## src/rtl/alu_flag_accumulator_pkg.sv

```systemverilog
// Shared types and default widths for the ALU flag accumulator.
//   acc_state_e : accumulator FSM states (StAccum, StHold)
//   alu_word_t  : upstream result word {zero_flag, field[1:0]}
package alu_acc_pkg;

    localparam int unsigned DefFrameLen = 8;
    localparam int unsigned DefSumW     = 6;
    localparam int unsigned DefCntW     = 4;

    typedef enum logic [0:0] {
        StAccum,
        StHold
    } acc_state_e;

    typedef struct packed {
        logic       zero_flag;
        logic [1:0] field;
    } alu_word_t;

endpackage

```

## src/rtl/alu_flag_accumulator_if.sv

```systemverilog
// Stream interface for the ALU flag accumulator.
//   Input side : in_valid, in_ready, in_data[2:0] = {zero_flag, field}
//   Output side: out_valid, out_ready, out_sum, out_zero_cnt, out_err
//   master : environment view (drives words, accepts results)
//   slave  : accumulator view
interface alu_acc_if #(
    parameter int unsigned SUM_W = 6,
    parameter int unsigned CNT_W = 4
);
    logic             in_valid;
    logic             in_ready;
    logic [2:0]       in_data;
    logic             out_valid;
    logic             out_ready;
    logic [SUM_W-1:0] out_sum;
    logic [CNT_W-1:0] out_zero_cnt;
    logic             out_err;

    modport master (
        output in_valid, in_data, out_ready,
        input  in_ready, out_valid, out_sum, out_zero_cnt, out_err
    );

    modport slave (
        input  in_valid, in_data, out_ready,
        output in_ready, out_valid, out_sum, out_zero_cnt, out_err
    );
endinterface

```

## src/rtl/alu_flag_accumulator_word_check.sv

```systemverilog
// Combinational consistency check of one upstream word: the zero flag must
// be set exactly when the field is zero.
//   word_i         : {zero_flag, field}
//   inconsistent_o : 1 when flag and field disagree
module alu_word_check
    import alu_acc_pkg::*;
(
    input  alu_word_t word_i,
    output logic      inconsistent_o
);

    assign inconsistent_o = word_i.zero_flag != (word_i.field == 2'b00);

endmodule

```

## src/rtl/alu_flag_accumulator.sv

```systemverilog
// Accumulates frames of FRAME_LEN upstream words and presents, per frame,
// the field sum, the zero-flag count and a sticky consistency error on a
// registered valid/ready output.
//   clk : clock, rising edge
//   rst : asynchronous active-high reset
//   bus : alu_acc_if slave (input word stream + frame result stream)
// Build option: ALU_ACC_SATURATE_EN makes the running sum saturate at
// 2^SUM_W-1 instead of wrapping.
module alu_flag_accumulator
    import alu_acc_pkg::*;
#(
    parameter int unsigned FRAME_LEN = DefFrameLen,
    parameter int unsigned SUM_W     = DefSumW,
    parameter int unsigned CNT_W     = DefCntW
) (
    input logic     clk,
    input logic     rst,
    alu_acc_if.slave bus
);

    localparam int unsigned WcntW = (FRAME_LEN > 1) ? $clog2(FRAME_LEN) : 1;
    localparam logic [WcntW-1:0] LastIdx = WcntW'(FRAME_LEN - 1);

    acc_state_e       state_q;
    logic [SUM_W-1:0] sum_q,  sum_d;
    logic [CNT_W-1:0] zcnt_q, zcnt_d;
    logic             err_q,  err_d;
    logic [WcntW-1:0] wcnt_q;
    logic             out_valid_q;
    logic [SUM_W-1:0] out_sum_q;
    logic [CNT_W-1:0] out_zcnt_q;
    logic             out_err_q;

    alu_word_t        word;
    logic             inconsistent;
    logic             accept;
    logic [SUM_W:0]   sum_ext;

    assign word   = alu_word_t'(bus.in_data);
    assign accept = (state_q == StAccum) && bus.in_valid;

    alu_word_check u_word_check (
        .word_i         (word),
        .inconsistent_o (inconsistent)
    );

    // Running values including the current word; used both for the
    // accumulator update and for loading the final frame result.
    always_comb begin
        sum_ext = {1'b0, sum_q} + (SUM_W + 1)'(word.field);
`ifdef ALU_ACC_SATURATE_EN
        sum_d = sum_ext[SUM_W] ? '1 : sum_ext[SUM_W-1:0];
`else
        sum_d = sum_ext[SUM_W-1:0];
`endif
        zcnt_d = zcnt_q + CNT_W'(word.zero_flag);
        err_d  = err_q | inconsistent;
    end

    always_ff @(posedge clk or posedge rst) begin
        if (rst) begin
            state_q     <= StAccum;
            sum_q       <= '0;
            zcnt_q      <= '0;
            err_q       <= 1'b0;
            wcnt_q      <= '0;
            out_valid_q <= 1'b0;
            out_sum_q   <= '0;
            out_zcnt_q  <= '0;
            out_err_q   <= 1'b0;
        end else begin
            unique case (state_q)
                StAccum: begin
                    if (accept) begin
                        if (wcnt_q == LastIdx) begin
                            out_sum_q   <= sum_d;
                            out_zcnt_q  <= zcnt_d;
                            out_err_q   <= err_d;
                            out_valid_q <= 1'b1;
                            state_q     <= StHold;
                            sum_q       <= '0;
                            zcnt_q      <= '0;
                            err_q       <= 1'b0;
                            wcnt_q      <= '0;
                        end else begin
                            sum_q  <= sum_d;
                            zcnt_q <= zcnt_d;
                            err_q  <= err_d;
                            wcnt_q <= wcnt_q + WcntW'(1);
                        end
                    end
                end
                StHold: begin
                    // out_valid is always set in this state
                    if (bus.out_ready) begin
                        out_valid_q <= 1'b0;
                        state_q     <= StAccum;
                    end
                end
                default: state_q <= StAccum;
            endcase
        end
    end

    assign bus.in_ready     = (state_q == StAccum);
    assign bus.out_valid    = out_valid_q;
    assign bus.out_sum      = out_sum_q;
    assign bus.out_zero_cnt = out_zcnt_q;
    assign bus.out_err      = out_err_q;

endmodule

```

## src/flat_wrapper.sv

```systemverilog
// flat-port wrapper written by rule: the top's interface ports become plain ports
module alu_flag_accumulator_flat import alu_acc_pkg::*;
#(
    parameter int unsigned FRAME_LEN = DefFrameLen,
    parameter int unsigned SUM_W     = DefSumW,
    parameter int unsigned CNT_W     = DefCntW
)
  (clk, rst, bus_in_valid, bus_in_data, bus_out_ready, bus_in_ready, bus_out_valid, bus_out_sum, bus_out_zero_cnt, bus_out_err);
  alu_acc_if #(.SUM_W(SUM_W), .CNT_W(CNT_W)) bus_i ();
  input logic clk;
  input logic rst;
  input wire logic [$bits(bus_i.in_valid)-1:0] bus_in_valid;
  input wire logic [$bits(bus_i.in_data)-1:0] bus_in_data;
  input wire logic [$bits(bus_i.out_ready)-1:0] bus_out_ready;
  output wire logic [$bits(bus_i.in_ready)-1:0] bus_in_ready;
  output wire logic [$bits(bus_i.out_valid)-1:0] bus_out_valid;
  output wire logic [$bits(bus_i.out_sum)-1:0] bus_out_sum;
  output wire logic [$bits(bus_i.out_zero_cnt)-1:0] bus_out_zero_cnt;
  output wire logic [$bits(bus_i.out_err)-1:0] bus_out_err;
  assign bus_i.in_valid = bus_in_valid;
  assign bus_i.in_data = bus_in_data;
  assign bus_i.out_ready = bus_out_ready;
  assign bus_in_ready = bus_i.in_ready;
  assign bus_out_valid = bus_i.out_valid;
  assign bus_out_sum = bus_i.out_sum;
  assign bus_out_zero_cnt = bus_i.out_zero_cnt;
  assign bus_out_err = bus_i.out_err;
  alu_flag_accumulator #(.FRAME_LEN(FRAME_LEN), .SUM_W(SUM_W), .CNT_W(CNT_W)) u_core (.clk(clk), .rst(rst), .bus(bus_i));
endmodule
```

## config.mk

```make
export PLATFORM = sky130hd
export DESIGN_NAME = alu_flag_accumulator_flat
export DESIGN_NICKNAME = d
export VERILOG_FILES = /design/src/rtl/alu_flag_accumulator_pkg.sv /design/src/rtl/alu_flag_accumulator_if.sv /design/src/rtl/alu_flag_accumulator_word_check.sv /design/src/rtl/alu_flag_accumulator.sv /design/src/flat_wrapper.sv
export SDC_FILE = /design/constraint.sdc
export NUM_CORES = 1
export LEC_CHECK = 0
export BUFFER_PORTS_ARGS = -buffer_cell sky130_fd_sc_hd__buf_2
export CORE_MARGIN = 1
export CORE_UTILIZATION = 30
export CTS_CLUSTER_DIAMETER = 40
export DETAILED_ROUTE_END_ITERATION = 8
export SYNTH_ARGS = -nofsm -noshare
export SYNTH_HDL_FRONTEND = slang
export SYNTH_SLANG_ARGS = --single-unit
```

## constraint.sdc

```tcl
create_clock -name clk -period 3.8 [get_ports clk]
set_input_delay 0 -clock clk [delete_from_list [all_inputs] [get_ports clk]]
set_output_delay 0 -clock clk [all_outputs]
set_load 0.01 [all_outputs]
```

## After elaboration in Yosys (flattened, before gate mapping)

Index checks and enable logic that the tools add are counted.

- Register bits: 27
- Bits of input ports: 7
- Output and inout port bits: 13

- Add/subtract/negate cells: 3
- Eq/ne operators: 5
- Mux-type cells: 12
- Bitwise gates (word level): 2
- Reductions and logical operators: 5

Operator list:

| operator | count |
|---|---|
| 1-bit 2-to-1 mux | 7 |
| 6-bit by 2-bit adder with 6-bit output | 1 |
| 6-bit 2-to-1 mux | 1 |
| 3-bit AND reduction | 2 |
| 4-bit by 1-bit adder with 4-bit output | 1 |
| 4-bit 2-to-1 mux | 1 |
| 2-bit by 1-bit inequality test with 1-bit output, second input constant | 2 |
| 1-bit one-hot mux with 2 select lines | 2 |
| 3-bit by 1-bit adder with 3-bit output, second input constant | 1 |
| 3-bit equality test, second input constant | 1 |
| 3-bit 2-to-1 mux | 1 |
| 2-bit logical NOT | 1 |
| 2-bit inequality test, second input constant | 1 |
| 2-bit AND reduction | 1 |
| 1-bit logical AND | 1 |
| 1-bit inequality test | 1 |
| 1-bit inverter | 1 |
| 1-bit bitwise OR | 1 |

## Logic depth before layout (Yosys ltp)

- Depth after elaboration: 4
- Gate-level depth with buffers: 6
- Mapped depth without buffers: 5

## Cells and area by module

A second synthesis with hierarchy kept.

- Cell total of the unflattened synthesis: 135
- Area total of the unflattened synthesis: 1307.5 um2

Modules (own cells, without submodules):

| module | instances | cells an instance | area each (um2) | seq. area each (um2) |
|---|---|---|---|---|
| alu_flag_accumulator | 1 | 133 | 1295.0 | 675.6 |
| alu_word_check | 1 | 2 | 12.5 | 0.0 |

## Least setup slack after synthesis

Ideal clock, no wire load.

- Path type: register to register
- From: register u_core.wcnt_q[0]
- To: register u_core.sum_q[5]
- Arrival time: 1.764 ns
- Data required time: 3.731 ns
- Slack: 1.967 ns
- Stages on the path, launching flop included: 6
- Period minus slack after synthesis: 1.833 ns
- Path through: dfrtp_1 ha_1 ha_1 or3b_4 or4_1 nand3_1

- Cells in the longest elaborated chain, start to end: 2

Ends and longest elaborated chain:

| element | RTL line | RTL |
|---|---|---|
| start: declaration | alu_flag_accumulator.sv:28 | `logic [WcntW-1:0] wcnt_q;` |
| start signal: assignment | alu_flag_accumulator.sv:89 | `wcnt_q <= wcnt_q + WcntW'(1);` |
| 3-bit equality test | alu_flag_accumulator.sv:75 | `if (wcnt_q == LastIdx) begin` |
| 6-bit 2-to-1 mux | alu_flag_accumulator.sv:75 |  |
| end signal: assignment | alu_flag_accumulator.sv:86 | `sum_q <= sum_d;` |
| end: declaration | alu_flag_accumulator.sv:25 | `logic [SUM_W-1:0] sum_q, sum_d;` |

No other way between the ends.
A chain may end at the register's enable or synchronous reset.

## Worst setup path after layout

Same ends and word-level chain as after synthesis.

==> results.txt <==
outcome: finished with violations
failing checks: negative hold slack
CP Launch Type: flip-flop
TritonCTS clock tree: built
area of the multi-input gates: 591.8 sq um
die area: 4605 sq um
Sw Ratio: 38.51%
register area share after synthesis: 51.92%
Port Buffer Count: 19
syn_area_per_cell: 9.639 sq um
Num CTS Buffers: 3
Fillers: 433
ys flop type: dfrtp_1
Final Cycle Share: 54.77%
Netlist cell types: 27
Pint: 693.1 uW
Top Ports: 20
initial antenna violation count: 0
global-route wire length before repair: 4.547 mm
critical path arrival: 2290 ps
worst-path maximum fanout: 15
area share of fa/ha/maj cells after synthesis: 7.308%
Leakage: 0.0006955 uW
Final min period: 2081 ps
Gate power share: 39.8%
Compound-Gate Fraction of Synth Area: 13.75%
DRT iter0 DRCs: 27
vias: 1012
Syn Nets: 149
initial core utilization: 31.84%
peak supply drop: 0.0002859 V
Hold Violations, Final: 27
unrepaired setup endpoints after global routing: no
core area: 4086 sq um
width of the die: 67.86 um
Hold/Removal Path Class: in -> async
Tightest Pin Transition: 1029 ps
Final ANT Viol Nets: 0
post-synthesis mux area share: 1.731%
share of cells above drive strength 1: 17.53%
Layout Skew: 3.011 ps
average wire per standard cell: 12.34 um
vias in the first global route: 1043
Reg2Reg Setup Slack: 1720 ps
FP Rows: 23
Worst EP required: 4010 ps
via density per instance: 4.961
nets: 169
root buffer cell: clkbuf_8
total negative setup slack: 0 ps
DRC: 0
Mapped Cells: 135
Post-synth EDFFs: 0
Post-Syn Area: 1301 sq um
critical path capture point type: flip-flop
Antenna diodes: 0
post-cts resize count: 0
Hold WS: -32.50 ps
largest net degree at the start of global routing: 28
clock share of power: 14.4%
GRT Total Usage: 13.16%
Placed Area: 1440 sq um
Max Root-Sink Buffers: 2
max cap viols: 0
Skew-Pair Late Insertion Delay: 270 ps
asr flop ratio synth: 100.0%
synthesis-to-layout area growth: 15.00%
first-pass iteration count of the detailed router: 4
postcts setup bufs: 0
Simple-Gate Fraction of Synth Area: 20.00%
WS Path Type: reg -> reg
PD cells: 753.3 nW/um^2
Die Y: 67.86 um
Peak Freq: 480.5 MHz
Net Switching: 434.1 uW
CTS H-Tree Depth: 1
grt total ovfl: 0
fin area: 1496 sq um
Final setup viols: 0
Seq cells post-synth: 27
max_slew headroom: 31.36%
Routed Wire Length: 2.517 mm
Synth Area in XOR/XNOR: 2.692%
Flop pwr share: 45.8%
largest family of logic cells by synthesized area: simple AND/OR/NAND/NOR gates
CTS Sinks: 27
GP Congestion: 0.7633
clock-pin slew on the worst setup and hold paths: 90 ps
hold_buf cts: 1
register area: 675.6 sq um
pins over their slew limit: 0
DP HPWL: 1.819 mm
Synth warnings: 0
==> cells in the final DEF (no fill, tap or decap), drive strengths merged, types with 3 or more instances in the layout <==
cell type,netlist,final
ha,6,6
nand2,29,29
nor2,4,4
dfrtp,27,27
nand2b,5,5
nand3,4,4
clkbuf,5,3
inv,4,4
or3,3,3
buf,0,19
a31oi,4,4
o21ai,21,21
==> Yosys cell counts, drive strengths merged (2+ instances only) <==
library cell / n / area, sq um
clkbuf: 5 / 18.77
dfrtp: 27 / 675.7
o21ai: 21 / 105.1
xnor2: 2 / 17.52
nand3: 4 / 20.02
a21oi: 2 / 10.01
xor2: 2 / 17.52
inv: 4 / 15.01
nor2: 4 / 15.01
or3: 3 / 18.77
mux2: 2 / 22.52
o31ai: 2 / 15.01
ha: 6 / 75.07
nand2: 29 / 108.9
nand2b: 5 / 31.28
nor2b: 2 / 12.51
a31oi: 4 / 25.02
nor3: 2 / 10.01
==> metal layers <==
| metal | wire, um | track usage (%) | vias up |
|---|---|---|---|
| li1 | - | - | 504 |
| met1 | 1185 | 16.37 | 491 |
| met2 | 1231 | 22.90 | 13 |
| met3 | 69 | 2.333 | 4 |
| met4 | 31 | 4.427 | 0 |
| met5 | 0 | 0 | - |
==> final timing paths <==
path,from,end,cells past startpoint
max in group asynchronous,rst,u_core.sum_q[2],2
setup / recovery,u_core.wcnt_q[0],u_core.sum_q[5],5
hold / removal,rst,u_core.bus.out_zero_cnt[0],2
setup reg to reg,u_core.wcnt_q[0],u_core.sum_q[5],5
min in group clk,bus_in_data[2],u_core.err_q,4
hold reg to reg,u_core.bus.out_sum[0],u_core.bus.out_sum[0],2
==> logic make-up after synthesis <==
logic type      Yosys count
compound gates           32
xor+xnor                  4
fa+ha+maj                 7
buf+inv                   9
flops                    27
mux                       2
simple gates             54
==> state kept, by name (all words and copies together), names as in the netlist, 3 cells and up <==
register                 flops
u_core.bus.out_zero_cnt      4
u_core.sum_q                 6
u_core.zcnt_q                4
u_core.bus.out_sum           6
u_core.wcnt_q                3
==> power by group through the flow <==
stage	Combinational, uW	Sequential (uW)	Clock, uW
floorplan	295	533	0
global placement	438	517	0
detailed placement	453	524	0
CTS	457	517	169
global route	525	540	180
finish	448	516	163
==> final cells by class <==
type | instances | share of cell area, %
multi-input cells | 99 | 39.55
clock inverters | 1 | 0.3344
repair buffers | 20 | 7.023
flip-flops and latches | 27 | 45.15
inverters | 4 | 1.003
clock buffers | 3 | 2.759
well taps | 50 | 4.181
==> critical path: stages, from the launching register on <==
cell and delay (ps):
dfrtp_1 400, ha_1 200, ha_1 330, or3b_4 480, or4_1 510, nand3_1 100
==> through the flow <==
stage | total power, uW | worst slack, ps | utilization [%] | std cells
3_5_place_dp | 976.7 | 1737 | 35.24 | 199
5_1_grt | 1245 | 1597 | 36.62 | 204
6_report | 1127 | 1719 | 36.62 | 204
3_3_place_gp | 954.2 | 1796 | 35.24 | 199
2_1_floorplan | 827.8 | 1967 | - | 135
4_1_cts | 1143 | 1715 | 36.62 | 204
Note: power is estimated with default switching activity, not from simulation.
